===== config.mk =====
export PLATFORM = sky130hd
export DESIGN_NAME = mrmac_0_mux_cfg_sequencer
export DESIGN_NICKNAME = d
export VERILOG_FILES = /design/src/rtl/mrmac_0_mux_pkg.sv /design/src/rtl/mrmac_0_lane_frame_tracker.sv /design/src/rtl/mrmac_0_mux_cfg_sequencer.sv
export SDC_FILE = /design/constraint.sdc
export NUM_CORES = 1
export LEC_CHECK = 0
export BUFFER_PORTS_ARGS = -buffer_cell sky130_fd_sc_hd__buf_2
export CORE_MARGIN = 4
export CORE_UTILIZATION = 49
export CTS_BUF_LIST = sky130_fd_sc_hd__clkbuf_8 sky130_fd_sc_hd__clkbuf_16
export DETAILED_ROUTE_END_ITERATION = 12
export GPL_TIMING_DRIVEN = 0
export PLACE_DENSITY = 0.86
export SYNTH_ARGS = -nofsm -noshare
export SYNTH_HDL_FRONTEND = slang
export SYNTH_SLANG_ARGS = --single-unit

===== constraint.sdc =====
create_clock -name clk -period 1.6 [get_ports clk]
set_input_delay 0.24 -clock clk [delete_from_list [all_inputs] [get_ports clk]]
set_output_delay 0.24 -clock clk [all_outputs]
set_load 0.02 [all_outputs]

===== src/rtl/mrmac_0_mux_pkg.sv =====
// mrmac_0_mux_pkg: shared state encoding and mux_sel mode constants for the MRMAC port-mode sequencer.
package mrmac_0_mux_pkg;

    typedef enum logic [2:0] {
        IDLE,
        DRAIN,
        FLUSH,
        LRST,
        RELEASE
    } state_t;

    localparam logic [2:0] MODE_100G      = 3'b000;
    localparam logic [2:0] MODE_4X25G     = 3'b001;
    localparam logic [2:0] MODE_2X50G     = 3'b010;
    localparam logic [2:0] MODE_50G_2X25G = 3'b011;
    localparam logic [2:0] MODE_25G_50G   = 3'b100;
    localparam logic [2:0] MODE_2X25G_50G = 3'b110;

    // States in which the drain/flush watchdog is running.
    function automatic logic is_watched(input state_t s);
        return s == DRAIN || s == FLUSH;
    endfunction

endpackage


===== src/rtl/mrmac_0_lane_frame_tracker.sv =====
// mrmac_0_lane_frame_tracker: remembers whether one lane of the stream mux is between the first and last beat of a frame.
module mrmac_0_lane_frame_tracker (
    input  logic clk,
    input  logic reset,
    input  logic clr,
    input  logic tvalid,
    input  logic tready,
    input  logic tlast,
    output logic in_frame
);

    always_ff @(posedge clk or posedge reset)
        if (reset)
            in_frame <= 1'b0;
        else if (clr)
            in_frame <= 1'b0;
        else if (tvalid && tready)
            in_frame <= !tlast;

endmodule


===== src/rtl/mrmac_0_mux_cfg_sequencer.sv =====
// mrmac_0_mux_cfg_sequencer: changes the stream-mux port mode safely by holding new frames, draining,
// flushing, pulsing the lane resets and reporting completion or watchdog timeout.
module mrmac_0_mux_cfg_sequencer
    import mrmac_0_mux_pkg::*;
#(
    parameter int         TIMEOUT_CYCLES = 4096,
    parameter int         RST_CYCLES     = 16,
    parameter logic [2:0] RESET_MODE     = 3'b001
) (
    input  logic       clk,
    input  logic       reset,
    input  logic       cfg_req,
    input  logic [2:0] cfg_mode,
    input  logic [3:0] s_tvalid,
    input  logic [3:0] s_tready,
    input  logic [3:0] s_tlast,
    input  logic [3:0] m_tvalid,
    output logic [2:0] mux_sel,
    output logic       hold_req,
    output logic [3:0] lane_reset,
    output logic       cfg_busy,
    output logic       cfg_done,
    output logic       cfg_err
);

    localparam int WW = $clog2(TIMEOUT_CYCLES) + 1;
    localparam int RW = $clog2(RST_CYCLES) + 1;
    localparam logic [WW-1:0] WD_LAST  = WW'(TIMEOUT_CYCLES - 1);
    localparam logic [RW-1:0] RST_LAST = RW'(RST_CYCLES - 1);

    state_t        state, next_state;
    logic [2:0]    mode_q, mux_sel_d;
    logic [WW-1:0] wd;
    logic [RW-1:0] rcnt;
    logic [3:0]    in_frame, lane_reset_d;
    logic          busy_d, done_d, err_d;
    logic          timeout, same, drained, flushed;

    // Lanes are being reset in LRST, so any half-seen frame is discarded there.
    for (genvar i = 0; i < 4; i++) begin : g_lane
        mrmac_0_lane_frame_tracker u_trk (
            .clk     (clk),
            .reset   (reset),
            .clr     (state == LRST),
            .tvalid  (s_tvalid[i]),
            .tready  (s_tready[i]),
            .tlast   (s_tlast[i]),
            .in_frame(in_frame[i])
        );
    end

    assign timeout = is_watched(state) && wd == WD_LAST;
    assign same    = cfg_req && cfg_mode == mux_sel;
    assign drained = in_frame == 4'b0000;
    assign flushed = m_tvalid == 4'b0000 && s_tready == 4'b1111;

    always_ff @(posedge clk or posedge reset)
        if (reset)
            state <= IDLE;
        else
            state <= next_state;

    always_comb begin
        next_state = state;
        case (state)
            IDLE:    next_state = cfg_req && !same ? DRAIN : IDLE;
            DRAIN:   next_state = timeout ? IDLE : drained ? FLUSH : DRAIN;
            FLUSH:   next_state = timeout ? IDLE : flushed ? LRST : FLUSH;
            LRST:    next_state = rcnt == RST_LAST ? RELEASE : LRST;
            default: next_state = IDLE;
        endcase
    end

    always_comb begin
        busy_d       = next_state inside {DRAIN, FLUSH, LRST};
        lane_reset_d = {4{next_state == LRST}};
        done_d       = next_state == RELEASE || (state == IDLE && same);
        err_d        = timeout;
        mux_sel_d    = state == FLUSH && next_state == LRST ? mode_q : mux_sel;
    end

    always_ff @(posedge clk or posedge reset)
        if (reset) begin
            mux_sel    <= RESET_MODE;
            hold_req   <= 1'b0;
            lane_reset <= 4'b0000;
            cfg_busy   <= 1'b0;
            cfg_done   <= 1'b0;
            cfg_err    <= 1'b0;
        end else begin
            mux_sel    <= mux_sel_d;
            hold_req   <= busy_d;
            lane_reset <= lane_reset_d;
            cfg_busy   <= busy_d;
            cfg_done   <= done_d;
            cfg_err    <= err_d;
        end

    // Watchdog is held at zero in IDLE, so it always starts from zero on DRAIN entry.
    always_ff @(posedge clk or posedge reset)
        if (reset) begin
            mode_q <= RESET_MODE;
            wd     <= '0;
            rcnt   <= '0;
        end else begin
            mode_q <= state == IDLE && cfg_req && !same ? cfg_mode : mode_q;
            wd     <= state == IDLE ? '0 : is_watched(state) ? wd + 1'b1 : wd;
            rcnt   <= state == LRST ? rcnt + 1'b1 : '0;
        end

endmodule


; Yosys cells after proc, flatten, opt, wreduce, memory -nomap -nowiden
; Index checks and enable logic that the tools add are counted.
[word_totals]
reg_bits = 35
input_bits = 22
output_inout_bits = 11
word_cells = 72
[classes]
addsub = 2
eq_ne = 11
n_mux = 18
reduce_logical = 28
[op_table]
columns = cell, count
row1 = 13-bit 2-to-1 mux, 2
row2 = 13-bit by 1-bit adder with 13-bit output (second input constant), 1
row3 = 13-bit by 12-bit == test with 1-bit output (second input constant), 1
row4 = 3-bit by 2-bit == test with 1-bit output (second input constant), 4
row5 = 1-bit logical AND, 12
row6 = 3-bit case mux with 4 select lines, 1
row7 = 1-bit 2-to-1 mux, 10
row8 = 2-bit nonzero test, 5
row9 = 4-bit logical NOT, 2
row10 = 3-bit by 1-bit == test with 1-bit output (second input constant), 2
row11 = 2-bit 2-to-1 mux, 3
row12 = 5-bit by 1-bit adder with 5-bit output (second input constant), 1
row13 = 5-bit by 4-bit == test with 1-bit output (second input constant), 1
row14 = 1-bit logical NOT, 5
row15 = 5-bit 2-to-1 mux, 1
row16 = 4-bit == test (second input constant), 1
row17 = 3-bit == test, 1
row18 = 3-bit == test (second input constant), 1
row19 = 3-bit logical NOT, 1
row20 = 3-bit 2-to-1 mux, 1
row21 = 3-bit nonzero test, 1
row22 = 1-bit logical OR, 2

; Longest topological paths before layout
[depth]
word_depth = 8
depth_mapped = 6
mapped_depth_nobuf = 6

; Modules after synthesis
; From an unflattened synthesis, not the netlist that was laid out.
[hier_totals]
hier_cells = 170
hier_area_um2 = 1737.9
[by_module_without_submodules]
columns = module, instances, cells_each, area_each_um2
row1 = mrmac_0_mux_cfg_sequencer, 1, 154, 1567.8
row2 = mrmac_0_lane_frame_tracker, 4, 4, 42.5

; Least setup slack after synthesis
; Ideal clock, no wire load.
[synth_timing]
path_type = reg-to-reg
startpoint = reg wd[0]
endpoint = reg mux_sel[1]
setup_time_ns = 0.128
arrival_ns = 1.638
required_time_ns = 1.472
setup_slack_ns = -0.165
path_stages_with_launch = 6
n_path_buf = 0
period_less_slack_ns = 1.765
cell_sequence = dfrtp_1 > ha_1 > nand4_2 > nor4_4 > nand4b_2 > mux2_1
[synth_between]
elab_chain_len = 6
[synth_lines]
columns = item, line
row1 = start: declaration, mrmac_0_mux_cfg_sequencer.sv:33  ; logic [WW-1:0] wd;
row2 = start signal: assignment, mrmac_0_mux_cfg_sequencer.sv:107  ; wd <= state == IDLE ? '0 : is_watched(state) ? wd + 1'b1 : wd;
row3 = 13-bit by 12-bit == test with 1-bit output *, mrmac_0_mux_cfg_sequencer.sv:52  ; assign timeout = is_watched(state) && wd == WD_LAST;
row4 = 1-bit logical AND *, mrmac_0_mux_cfg_sequencer.sv:52
row5 = 2-bit 2-to-1 mux (on tied branches), "mrmac_0_mux_cfg_sequencer.sv:68, mrmac_0_mux_cfg_sequencer.sv:67"
row6 = 3-bit case mux with 4 select lines *, mrmac_0_mux_cfg_sequencer.sv:65  ; case (state)
row7 = 3-bit by 2-bit == test with 1-bit output *, mrmac_0_mux_cfg_sequencer.sv:79  ; mux_sel_d = state == FLUSH && next_state == LRST ? mode_q : mux_sel;
row8 = 1-bit logical AND *, mrmac_0_mux_cfg_sequencer.sv:79
row9 = end signal: assignment, mrmac_0_mux_cfg_sequencer.sv:91  ; mux_sel <= mux_sel_d;
row10 = end: declaration, mrmac_0_mux_cfg_sequencer.sv:18  ; output logic [2:0] mux_sel,
; Every way passes the cells marked *; elsewhere a longest branch is shown, timed or not.
; A chain may end at the register's enable or synchronous reset.

; Final worst setup path
[layout_timing]
startpoint = reg state[0]
endpoint = reg mode_q[2]
[layout_between]
elab_chain_len = 3
[layout_lines]
columns = item, line
row1 = start: declaration, mrmac_0_mux_cfg_sequencer.sv:31  ; state_t state, next_state;
row2 = start signal: assignment, mrmac_0_mux_cfg_sequencer.sv:61  ; state <= next_state;
row3 = 3-bit logical NOT, mrmac_0_mux_cfg_sequencer.sv:106  ; mode_q <= state == IDLE && cfg_req && !same ? cfg_mode : mode_q;
row4 = 1-bit logical AND (2 in series), mrmac_0_mux_cfg_sequencer.sv:106
row5 = end signal: assignment, mrmac_0_mux_cfg_sequencer.sv:106
row6 = end: declaration, mrmac_0_mux_cfg_sequencer.sv:32  ; logic [2:0] mode_q, mux_sel_d;
; No other way between the ends.

==> flow_summary_export.csv <==
group,metric,value,unit
outcome,status,"complete, but fails checks",
outcome,violations,"setup timing",
timing,hold_viol,0,
floorplanning,io_pins,33,
critical_path,cp-end-kind,"flip-flop",
cells_and_area,final_nets,240,
drt,first_pass_iters,4,
floorplanning,rows,21,
run,cap_violations,0,
timing,final.min_clock_period,1.67,ns
critical_path,critical_path.max_stage_delay,0.57,ns
global_route,grt_pass1_wl,6.76,mm
cells_and_area,n_fill_cell,254,
cells_and_area,drive_above_1_share,0.417,
drt,initialDrtViolationCount,124,
logic_synthesis,synth_top_family_by_area,"simple AND/OR/NAND/NOR gates",
timing,fmax,598,MHz
power,ir_worst_vdd,0.755,mV
logic_synthesis,synthDistinctLibCells,44,
clock_tree,clock_latency,0.29,ns
critical_path,worstPathRequired,1.77,ns
critical_path,r2r-start,"state[0]$_DFF_PP0_",
logic_synthesis,synth_area,1760,µm²
timing,rsz0062_at_grt,"true",
critical_path,path_cells,"or4b_4 > a31oi_4 > mux2_4",
clock_tree,htreeDepth,2,
critical_path,rrSetupSlack,-0.07,ns
clock_tree,cts_tree,"done",
timing,slew_viol_final,0,
place,dpl.hpwl,2.66,mm
timing,finalClockSkew,0.00727,ns
global_route,antenna_found_initial,0,
floorplanning,initial_core_util,0.516,
clock_tree,hold_buffers,0,
cells_and_area,final_cell_count_no_fill,262,
logic_synthesis,ys_seq_area_frac,0.498,
min_path,hp-class,"in -> async",
logic_synthesis,synthArstFlopShare,1.00,
critical_path,cp.arrival,1.84,ns
timing,fin_hold_ws,0.0780,ns
global_route,grt_start_max_net_pins,36,
global_route,grt_pass1_vias,1481,
place,dp.cells,240,
power,power_density,1440,nW/µm²
logic_synthesis,syn_inst,162,
timing,slew_headroom,0.510,
drt,num_vias,1502,
drt,drc_errors,0,
logic_synthesis,synth.top_cell.area_share,0.468,
global_route,grt_usage,0.198,
clock_tree,clk_path_buf_depth,2,
clock_tree,root_buffer,"clkbuf_8",
logic_synthesis,synthMuxAreaShare,0.0383,
timing,finalSetupTns,-0.209,ns
logic_synthesis,yosys-top-cells-area,"dfrtp_1 47%, mux2_1 3.8%, nor2_1 3.6%",
floorplanning,die_y,68.0,µm
critical_path,reg2reg_to,"mode_q[2]$_DFFE_PP0P_",
timing,worst_pin_slew,0.734,ns
power,finalPower,0.00332,W
floorplanning,die-area,4620,µm²
drt,wl_per_cell,16.1,µm
cells_and_area,final-seq-area,883,µm²
logic_synthesis,synth_fa_ha_area_frac,0.0326,
drt,ant_nets,0,
global_route,grt_overflow,0,
critical_path,crit_path_max_fanout,4,
place,place_congestion,0.789,
timing,finalSetupViolCount,5,
place,portBuffers,32,
logic_synthesis,synth-simple-area-share,0.211,
critical_path,crit_end,"mode_q[2]$_DFFE_PP0P_",
critical_path,path_class,"reg -> reg",
logic_synthesis,synth_xor_area_frac,0.0497,
cells_and_area,syn_to_final_growth,30.7,%
cells_and_area,multiInputGateArea,951,µm²
logic_synthesis,ys_ff_latch,35,
logic_synthesis,avgSynthCellArea,10.9,µm²
critical_path,startpoint,"state[0]$_DFF_PP0_",
clock_tree,path_clk_slew,0.07,ns
logic_synthesis,synth-edff-count,0,
cells_and_area,antenna_cells,0,
timing,period_share,1.05,
drt,wirelength,4.21,mm
logic_synthesis,synth-compound-area-share,0.134,
clock_tree,cts.sinks,35,
power,p_leak,1.07,nW
critical_path,crit_slowest_cell,"or4b_4",
floorplanning,die_width,68.0,µm
logic_synthesis,ys_warn_count,0,
critical_path,start_kind,"flip-flop",
floorplanning,coreArea,3420,µm²
timing,final.setup.worst_slack,-0.0722,ns
drt,vias_per_cell,5.73,
clock_tree,cts_made_buffers,5,
logic_synthesis,synth_top_flop_cell,"dfrtp_1",
cells_and_area,fin_util,0.675,
critical_path,reg2reg_depth,3,
logic_synthesis,synthesis.nets,187,
logic_synthesis,yosysTopAreaCell,"dfrtp_1",
-- cell families after synthesis --
group	Yosys count
adders and majority gates	5
muxes	6
DFF	35
buffers and inverters	12
AOI/OAI and AO/OA	32
and+or+nand+nor	62
xor gates and xnor gates	10
-- cell usage in the layout (no fill, tap or decap), types with 2 or more instances in the layout --
cell      netlist  layout
o22a_1          2       2
and3_1          3       3
dfrtp_1        33      29
and2_1          3       3
nand4_4         0       2
buf_4           4      19
clkbuf_8        0       5
buf_2           3      34
nand2_1         7       6
a31oi_1         3       3
xnor2_1         6       6
maj3_1          2       2
o21ai_0         4       4
nand3_1         3       3
a311oi_1        4       4
nor2_1         17      16
nor4_4          1       2
mux2_4          0       5
or3_1           2       2
nor2b_1         2       2
xor2_1          4       4
ha_4            0       2
nand4_1         5       5
dfstp_2         2       2
nor4_1          6       5
inv_1           4       6
a21oi_1         8       8
dfrtp_2         0       4
nor3_1          5       4
-- area by class of cell --
class / count / share of cell area
clock inverters: 3 / 0.00489
repair buffers: 46 / 0.115
multi-input cells: 115 / 0.413
inverters: 4 / 0.00651
plain buffers: 8 / 0.0228
clock buffers: 5 / 0.0299
well taps: 46 / 0.0250
flip-flops and latches: 35 / 0.383
-- worst min-delay path by stage --
stage,startpoint,to,cells past startpoint
final,reset,g_lane[0].u_trk.in_frame$_DFFE_PP0P_,2
after global routing,reset,rcnt[0]$_DFF_PP0_,2
after CTS,s_tlast[1],g_lane[1].u_trk.in_frame$_DFFE_PP0P_,2
after detailed placement,s_tlast[1],g_lane[1].u_trk.in_frame$_DFFE_PP0P_,2
after global placement,s_tlast[0],g_lane[0].u_trk.in_frame$_DFFE_PP0P_,2
after floorplan,s_tready[0],g_lane[0].u_trk.in_frame$_DFFE_PP0P_,1
-- layer usage --
metal,global-route usage,part of all wire
met1,0.239,0.43
met2,0.329,0.50
met3,0.0542,0.053
met4,0.0893,0.020
met5,0,0
-- sequential cells by signal (all words and copies together), names as in the netlist, 3 cells and up --
register	count
g_lane.u_trk.in_frame	4
mode_q	3
mux_sel	3
rcnt	5
state	3
wd	13
-- metrics by stage --
stage,setup WS (ns),cell area (µm²)
2_1_floorplan,0.0130,1790
3_3_place_gp,-0.190,2010
3_5_place_dp,-0.201,2010
4_1_cts,-0.0428,2200
5_1_grt,-0.0972,2300
6_report,-0.0722,2300
-- power by group --
group          leakage [nW]  internal, W  total, W  switching (W)
Combinational         0.567     0.000624   0.00142       0.000798
Clock                0.0519     0.000290  0.000600       0.000310
Sequential            0.449      0.00112   0.00130       0.000180
-- Yosys cell counts (2+ instances only) --
cell / count
xnor2_1: 6
or3_1: 2
nor2_1: 17
mux2_1: 6
a311oi_1: 4
nor3_1: 5
and4_1: 2
nand4_1: 5
buf_4: 4
ha_1: 3
o22a_1: 2
dfrtp_1: 33
a31oi_1: 3
o21ai_0: 4
and3_1: 3
nand3_1: 3
a21oi_1: 8
nand4_2: 2
nor4_1: 6
dfstp_2: 2
maj3_1: 2
nor2b_1: 2
nand2_1: 7
buf_2: 3
inv_1: 4
xor2_1: 4
and2_1: 3
-- repair_timing --
item,4_1_cts,5_1_grt
pin swaps,4,4
setup buffers,10,4
setup endpoints to repair,10,17
endpoints found under the hold margin,0,0
resized for setup,10,17
-- worst max-delay path, delay by kind of cell (launching register included) --
family / cells / cell delay, ns
DFF: 1 / 0.40
muxes: 1 / 0.32
AOI/OAI and AO/OA: 1 / 0.25
and+or+nand+nor: 1 / 0.57
(Power assumes the default switching activity.)
